File: src/rtl/rect_draw.sv
// rect_draw: request-driven rectangle fill engine for the VGA adapter.
// Supports solid, outline, grid and full-screen modes. Every pixel is clipped
// to the screen, and the engine emits one pixel per clock.
module rect_draw #(
    parameter int SCREEN_W    = 160,
    parameter int SCREEN_H    = 120,
    parameter int X_BITS      = 8,
    parameter int Y_BITS      = 7,
    parameter int COLOUR_BITS = 3,
    parameter int CELL        = 8
) (
    input  logic                   CLOCK_50,
    input  logic                   rst_n,
    input  logic                   start,
    input  logic [1:0]             mode,
    input  logic [X_BITS-1:0]      x0,
    input  logic [Y_BITS-1:0]      y0,
    input  logic [X_BITS:0]        w,
    input  logic [Y_BITS:0]        h,
    input  logic [COLOUR_BITS-1:0] colour,
    output logic                   ready,
    output logic                   done,
    output logic [X_BITS-1:0]      VGA_X,
    output logic [Y_BITS-1:0]      VGA_Y,
    output logic [COLOUR_BITS-1:0] VGA_COLOUR,
    output logic                   VGA_PLOT
);

    localparam int G_BITS = $clog2(CELL);
    localparam logic [G_BITS-1:0] G_LAST = G_BITS'(CELL - 1);
    // The end sums use two extra bits so that x0+w cannot wrap before clipping.
    localparam logic [X_BITS+1:0] X_LIMIT = (X_BITS+2)'(SCREEN_W);
    localparam logic [Y_BITS+1:0] Y_LIMIT = (Y_BITS+2)'(SCREEN_H);
    localparam logic [X_BITS+1:0] X_ONE   = (X_BITS+2)'(1);
    localparam logic [Y_BITS+1:0] Y_ONE   = (Y_BITS+2)'(1);

    typedef enum logic [1:0] {IDLE, LOAD, DRAW, DONE} state_t;
    typedef enum logic [1:0] {M_SOLID, M_OUTLINE, M_GRID, M_FULL} mode_t;

    state_t                 state, state_nxt;
    mode_t                  mode_r;
    logic [X_BITS-1:0]      x0_r, x_cnt, x_last;
    logic [Y_BITS-1:0]      y0_r, y_cnt, y_last;
    logic [X_BITS:0]        w_r;
    logic [Y_BITS:0]        h_r;
    logic [COLOUR_BITS-1:0] colour_r;
    logic [G_BITS-1:0]      gx, gy;

    logic [X_BITS+1:0]      x_sum, x_end;
    logic [Y_BITS+1:0]      y_sum, y_end;
    logic                   empty, row_end, last_pix, plot_px;

    assign VGA_X      = x_cnt;
    assign VGA_Y      = y_cnt;
    assign VGA_COLOUR = colour_r;

    // Clip the latched rectangle to the screen and classify the current pixel.
    always_comb begin
        x_sum    = {2'b00, x0_r} + {1'b0, w_r};
        y_sum    = {2'b00, y0_r} + {1'b0, h_r};
        x_end    = (x_sum > X_LIMIT) ? X_LIMIT : x_sum;
        y_end    = (y_sum > Y_LIMIT) ? Y_LIMIT : y_sum;
        empty    = ({2'b00, x0_r} >= x_end) || ({2'b00, y0_r} >= y_end);
        row_end  = (x_cnt == x_last);
        last_pix = row_end && (y_cnt == y_last);
        case (mode_r)
            M_OUTLINE: plot_px = (x_cnt == x0_r) || row_end ||
                                 (y_cnt == y0_r) || (y_cnt == y_last);
            M_GRID:    plot_px = (gx == '0) || (gy == '0) || row_end ||
                                 (y_cnt == y_last);
            default:   plot_px = 1'b1;
        endcase
    end

    // State register.
    always_ff @(posedge CLOCK_50) begin
        // NOTE: sequential state always uses non-blocking assignment so that every
        // register samples the values from before the edge.
        if (!rst_n) state <= IDLE;
        else        state <= state_nxt;
    end

    // Next-state logic and handshake/plot outputs.
    always_comb begin
        // NOTE: every output gets a default first so that no path through the case infers a latch.
        state_nxt = state;
        ready     = 1'b0;
        done      = 1'b0;
        VGA_PLOT  = 1'b0;
        case (state)
            IDLE: begin
                ready = 1'b1;
                if (start) state_nxt = LOAD;
            end
            LOAD: state_nxt = empty ? DONE : DRAW;
            DRAW: begin
                VGA_PLOT = plot_px;
                if (last_pix) state_nxt = DONE;
            end
            DONE: begin
                done      = 1'b1;
                state_nxt = IDLE;
            end
            default: state_nxt = IDLE;
        endcase
    end

    // Request capture, clip registration and raster scan counters.
    always_ff @(posedge CLOCK_50) begin
        if (!rst_n) begin
            mode_r   <= M_SOLID;
            x0_r     <= '0;
            y0_r     <= '0;
            w_r      <= '0;
            h_r      <= '0;
            colour_r <= '0;
            x_cnt    <= '0;
            y_cnt    <= '0;
            x_last   <= '0;
            y_last   <= '0;
            gx       <= '0;
            gy       <= '0;
        end else begin
            case (state)
                IDLE: if (start) begin
                    mode_r   <= mode_t'(mode);
                    colour_r <= colour;
                    if (mode_t'(mode) == M_FULL) begin
                        x0_r <= '0;
                        y0_r <= '0;
                        w_r  <= (X_BITS+1)'(SCREEN_W);
                        h_r  <= (Y_BITS+1)'(SCREEN_H);
                    end else begin
                        x0_r <= x0;
                        y0_r <= y0;
                        w_r  <= w;
                        h_r  <= h;
                    end
                end
                LOAD: begin
                    // The truncation is safe because a non-empty end lies in 1..SCREEN_W.
                    x_last <= X_BITS'(x_end - X_ONE);
                    y_last <= Y_BITS'(y_end - Y_ONE);
                    x_cnt  <= x0_r;
                    y_cnt  <= y0_r;
                    gx     <= '0;
                    gy     <= '0;
                end
                DRAW: begin
                    if (row_end) begin
                        x_cnt <= x0_r;
                        y_cnt <= y_cnt + 1'b1;
                        gx    <= '0;
                        gy    <= (gy == G_LAST) ? '0 : gy + 1'b1;
                    end else begin
                        x_cnt <= x_cnt + 1'b1;
                        gx    <= (gx == G_LAST) ? '0 : gx + 1'b1;
                    end
                end
                default: ;
            endcase
        end
    end

endmodule
File: config.mk
export PLATFORM = sky130hd
export DESIGN_NAME = rect_draw
export DESIGN_NICKNAME = d
export VERILOG_FILES = /design/src/rtl/rect_draw.sv
export SDC_FILE = /design/constraint.sdc
export NUM_CORES = 1
export LEC_CHECK = 0
export CORE_ASPECT_RATIO = 1.4
export CORE_MARGIN = 4
export CORE_UTILIZATION = 60
export CTS_CLUSTER_DIAMETER = 200
export CTS_CLUSTER_SIZE = 40
export DETAILED_ROUTE_END_ITERATION = 8
export PLACE_DENSITY = 0.87
export SYNTH_ARGS = -nofsm -noshare
export SYNTH_HDL_FRONTEND = slang
export SYNTH_SLANG_ARGS = --single-unit
File: constraint.sdc
create_clock -name CLOCK_50 -period 6.5 [get_ports CLOCK_50]
set_input_delay 0.975 -clock CLOCK_50 [delete_from_list [all_inputs] [get_ports CLOCK_50]]
set_output_delay 0.975 -clock CLOCK_50 [all_outputs]
set_load 0.02 [all_outputs]
# After elaboration in Yosys (flattened, before gate mapping)
# Cells that the tools add are included.
# Widths: inputs -> output; s select.
[totals]
ff_bits = 75
out_inout_bits = 21
[op_classes]
n_addsub = 8
order_cmp = 4
n_eq_ne = 15
n_mux = 24
n_reduce_logical = 15
[ops]
columns = ["operator", "count"]
rows = [
  ["$mux 8", 3],
  ["$mux 9", 2],
  ["$eq 8x8->1", 2],
  ["$pmux 8 s2", 1],
  ["$eq 7x7->1", 2],
  ["$mux 7", 2],
  ["$pmux 7 s2", 1],
  ["$mux 3", 4],
  ["$pmux 3 s2", 2],
  ["$add 8x9->10", 1],
  ["$ge 8x10->1", 1],
  ["$gt 10x8->1 const B", 1],
  ["$mux 10", 1],
  ["$add 7x8->9", 1],
  ["$ge 7x9->1", 1],
  ["$gt 9x7->1 const B", 1],
  ["$add 8x1->8 const B", 1],
  ["$eq 2x2->1 const B", 4],
  ["$pmux 2 s4", 1],
  ["$sub 8x1->8 const B", 1],
  ["$add 7x1->7 const B", 1],
  ["$logic_or 1x1->1", 7],
  ["$sub 7x1->7 const B", 1],
  ["$add 3x1->3 const B", 2],
  ["other kinds (11)", 22],
]

# Longest topological paths before layout
[depth]
depth_word = 7
depth_mapped = 17

# Worst setup path after synthesis
# Ideal clock, no wire load.
[synth_timing]
kind = "reg-to-reg"
from = "register x0_r[0]"
to = "register state[0]"
setup_time_ns = 0.120
arrival_time_ns = 3.509
t_required_ns = 6.380
slack_ns = 2.871
stages_incl_launch_ff = 18
n_path_buf = 1
period_less_slack_ns = 3.629
cell_sequence = "dfxtp_1 -> ha_1 -> fa_1 -> and3_1 -> or3_1 -> a221oi_1 -> o31ai_1 -> a21oi_2 -> buf_4 -> nand2_1 -> ha_1 -> a21o_1 -> a21o_1 -> a21oi_1 -> nor2b_1 -> o21ai_0 -> nand4_1 -> o31a_1"
[synth_via]
elab_chain_len = 7
[synth_lines]
columns = ["element", "line", "text"]
rows = [
  ["from (decl)", "42", "logic [X_BITS-1:0] x0_r, x_cnt, x_last;"],
  ["from (signal assigned)", "112", "x0_r <= '0;"],
  ["from (signal assigned)", "129", "x0_r <= '0;"],
  ["from (signal assigned)", "134", "x0_r <= x0;"],
  ["$add 8x9->10", "59", "x_sum = {2'b00, x0_r} + {1'b0, w_r};"],
  ["$gt 10x8->1", "61", "x_end = (x_sum > X_LIMIT) ? X_LIMIT : x_sum;"],
  ["$mux 10", "61", ""],
  ["$ge 8x10->1 (*)", "63", "empty = ({2'b00, x0_r} >= x_end) || ({2'b00, y0_r} >= y_end);"],
  ["$logic_or 1x1->1 (*)", "63", ""],
  ["$mux 1 (*)", "95", "LOAD: state_nxt = empty ? DONE : DRAW;"],
  ["$pmux 2 s4 (*)", "90", "case (state)"],
  ["to (signal assigned)", "80", "else state <= state_nxt;"],
  ["to (decl)", "40", "state_t state, state_nxt;"],
]
# Mark *: on every way between the ends. The rest lies on a longest branch, timed or not.
# A chain may end at the register's enable or synchronous reset.

# Final worst setup path
# Ends and elaborated chain as after synthesis.

==> results.cfg <==
[cells_and_area]
finalNonFillerCells = 745
antenna_cells = 0
fin_util = 0.7387
areaGrowthSynthToFinish_pct = 18.42
design_area_um2 = 5831
drive_above_1_share = 0.07597
nets = 725

[run]
drv_cap = 0

[global_route]
grt_max_degree = 55
gr-total-overflow = 0
track_usage = 0.2808
grt_first_pass_wirelength_um = 21840
grt_pass1_vias = 4601
antenna_found_initial = 0

[detailed_routing]
dr.pass1.iters = 4
wire_per_inst_um = 18.01
drt_wl_total_um = 13420
route.detailed.drc = 0
drtIter0Drc = 254
drt.antenna.violating_nets = 0
routed_via_density = 6.254
vias = 4659

[place]
dp_hpwl_um = 9791
io_buffer_count = 60
dpl_cell_area_um2 = 5582
placed_cells = 729
place_congestion = 0.8672

[clock_network]
post-cts-setup-buffers = 0
h-tree-depth = 3
hold_buffers = 0
cts_buffer_depth = 2
clk_pin_slew_ns = 0.08
cts.sinks = 75
cts_tree = yes
clockRootBuffer = clkbuf_8
cts_resized = 0
cts_made_buffers = 9
insertion_delay_ns = 0.36

[synthesis]
synthTopCellsByCount = dfxtp_1 (75), nor2_1 (70), ha_1 (43)
ys.flop_type = dfxtp_1
synth.top_cell.area_share = 0.3050
synth-edff-count = 0
synth.distinct_cells = 66
ys_seq_area_frac = 0.3050
ys_ff_latch = 75
syn_inst = 590
yosysMostFrequentCell = dfxtp_1
synth_area_um2 = 4923
yosys-top-cells-area = dfxtp_1 (30%), ha_1 (11%), nor2_1 (5.3%), a22oi_1 (5.2%), xor2_1 (3.7%)
synth-async-reset-ratio = 0
synth_top_area_cell = dfxtp_1
syn-num-nets = 675
yosys_warnings = 0
syn_avg_cell_area_um2 = 8.345

[setup_path]
crit_type = flop to flop
worstPathArrival_ns = 4.36
cp.required_ns = 6.76
start_kind = flop
path_cells = ha_1 -> fa_1 -> and3_1 -> or3_1 -> a221oi_1 -> o31ai_1 -> a21oi_2 -> nand2_1 -> ha_1 -> a21o_1 -> a21o_1 -> a21oi_1 -> nor2b_1 -> o21ai_0 -> nand4_1 -> o31a_1
crit_path_end_kind = flop
max_stage_delay_ns = 0.45
slowest_stage = a21oi_2
critPathMaxFanout = 13

[pwr]
powerDensity_nw_per_um2 = 400.0
leakagePower_uw = 0.002460
vdd_drop_max_v = 0.0002445

[sta]
post-route-min-period_ns = 4.094
period_share = 0.6298
fin_skew_ns = 0.01475
slew_headroom = 0.3229
final_hold_viol_count = 0
worstMarginPinSlew_ns = 1.016
tns_ns = 0
setup_viol = 0
fmax_mhz = 244.3
whs_ns = 0.4638
final_max_slew_viol_count = 0
rsz0062_at_grt = no

[floorplan]
dieArea_um2 = 9740
io_pins = 61
fp-row-count = 38
core_um2 = 7893
die_y_um = 115.2
dieWidth_um = 84.56
start_util = 0.6238

[worst_hold_path]
hp-class = flop to flop

[outcome]
status = finished, final reports clean
-- registers in the layout, indices dropped and copies added (netlist names) --
| name | count |
|---|---|
| gy | 3 |
| h_r | 8 |
| VGA_X | 8 |
| x0_r | 8 |
| VGA_COLOUR | 3 |
| y_last | 7 |
| gx | 3 |
| mode_r | 2 |
| w_r | 9 |
| y0_r | 7 |
| x_last | 8 |
| state | 2 |
| VGA_Y | 7 |
-- final timing paths --
check,endpoint,startpoint,cells after the start,slack (ns)
setup / recovery,state[0],x0_r[0],16,2.41
hold reg to reg,VGA_COLOUR[1],VGA_COLOUR[1],2,0.46
hold / removal,VGA_COLOUR[1],VGA_COLOUR[1],2,0.46
setup reg to reg,state[0],x0_r[0],16,2.41
-- report_power, final --
group / total, µW / internal, µW / switching [µW] / leakage (µW)
clock network: 453 / 268 / 186 / 0.000124
registers: 693 / 565 / 129 / 0.000613
logic: 1190 / 501 / 685 / 0.00172
-- area by class of cell --
type,instances,area (µm²)
well taps,100,125.1
repair buffers,64,630.6
inverters,22,82.58
clock inverters,5,107.6
flip-flops and latches,75,1501
multi-input cells,468,3242
fillers,611,2062
clock buffers,11,141.4
-- per-layer routing --
metal / vias up / wire [µm] / GRT usage
met2: 138 / 7011 / 0.5165
met5: - / 0 / 0
li1: 2256 / - / -
met1: 2222 / 5206 / 0.3062
met4: 0 / 513 / 0.1616
met3: 43 / 684 / 0.03728
-- critical path, delay by kind of cell, from the launching register on --
family          cells  cell delay, ns
fa+ha+maj           3            0.97
flops               1            0.36
simple gates        5            0.84
compound gates      8            1.82
-- placed cells by master (no fill, tap or decap), types with 4 or more instances in the layout --
cell / n
ha_1: 43
and3_1: 9
nor2b_1: 14
dfxtp_1: 75
nor4_1: 5
nand4_1: 8
inv_1: 21
buf_4: 4
a211oi_1: 6
clkdlybuf4s50_1: 60
a22oi_1: 34
a31oi_1: 10
nand3_1: 7
o211ai_1: 4
clkbuf_8: 10
and2_1: 9
o21a_1: 4
or2_2: 5
nand2b_1: 9
nand3b_1: 4
o21ai_0: 29
o221a_2: 8
nor2_1: 70
a21o_1: 10
mux2_2: 6
nand2_1: 40
nor3_1: 9
xor2_1: 21
xnor2_1: 18
a21oi_1: 29
or3_1: 7
-- logic make-up (layout without fill, tap and decap cells) --
group,count (synthesis),in the layout,synth area share
fa+ha+maj,45,45,0.1174
buf+inv,47,102,0.03736
compound gates,170,170,0.2435
xor+xnor,39,39,0.06938
simple gates,205,205,0.2076
flops,75,75,0.3050
mux,9,9,0.01982
-- per-stage QoR --
| stage | total power [µW] | setup slack (ns) |
|---|---|---|
| floorplan | 1539 | 2.871 |
| global placement | 1825 | 2.531 |
| detailed placement | 1863 | 2.441 |
| CTS | 2325 | 2.441 |
| global route | 2494 | 2.177 |
| finish | 2333 | 2.406 |
Note: power is estimated with default switching activity, not from simulation.
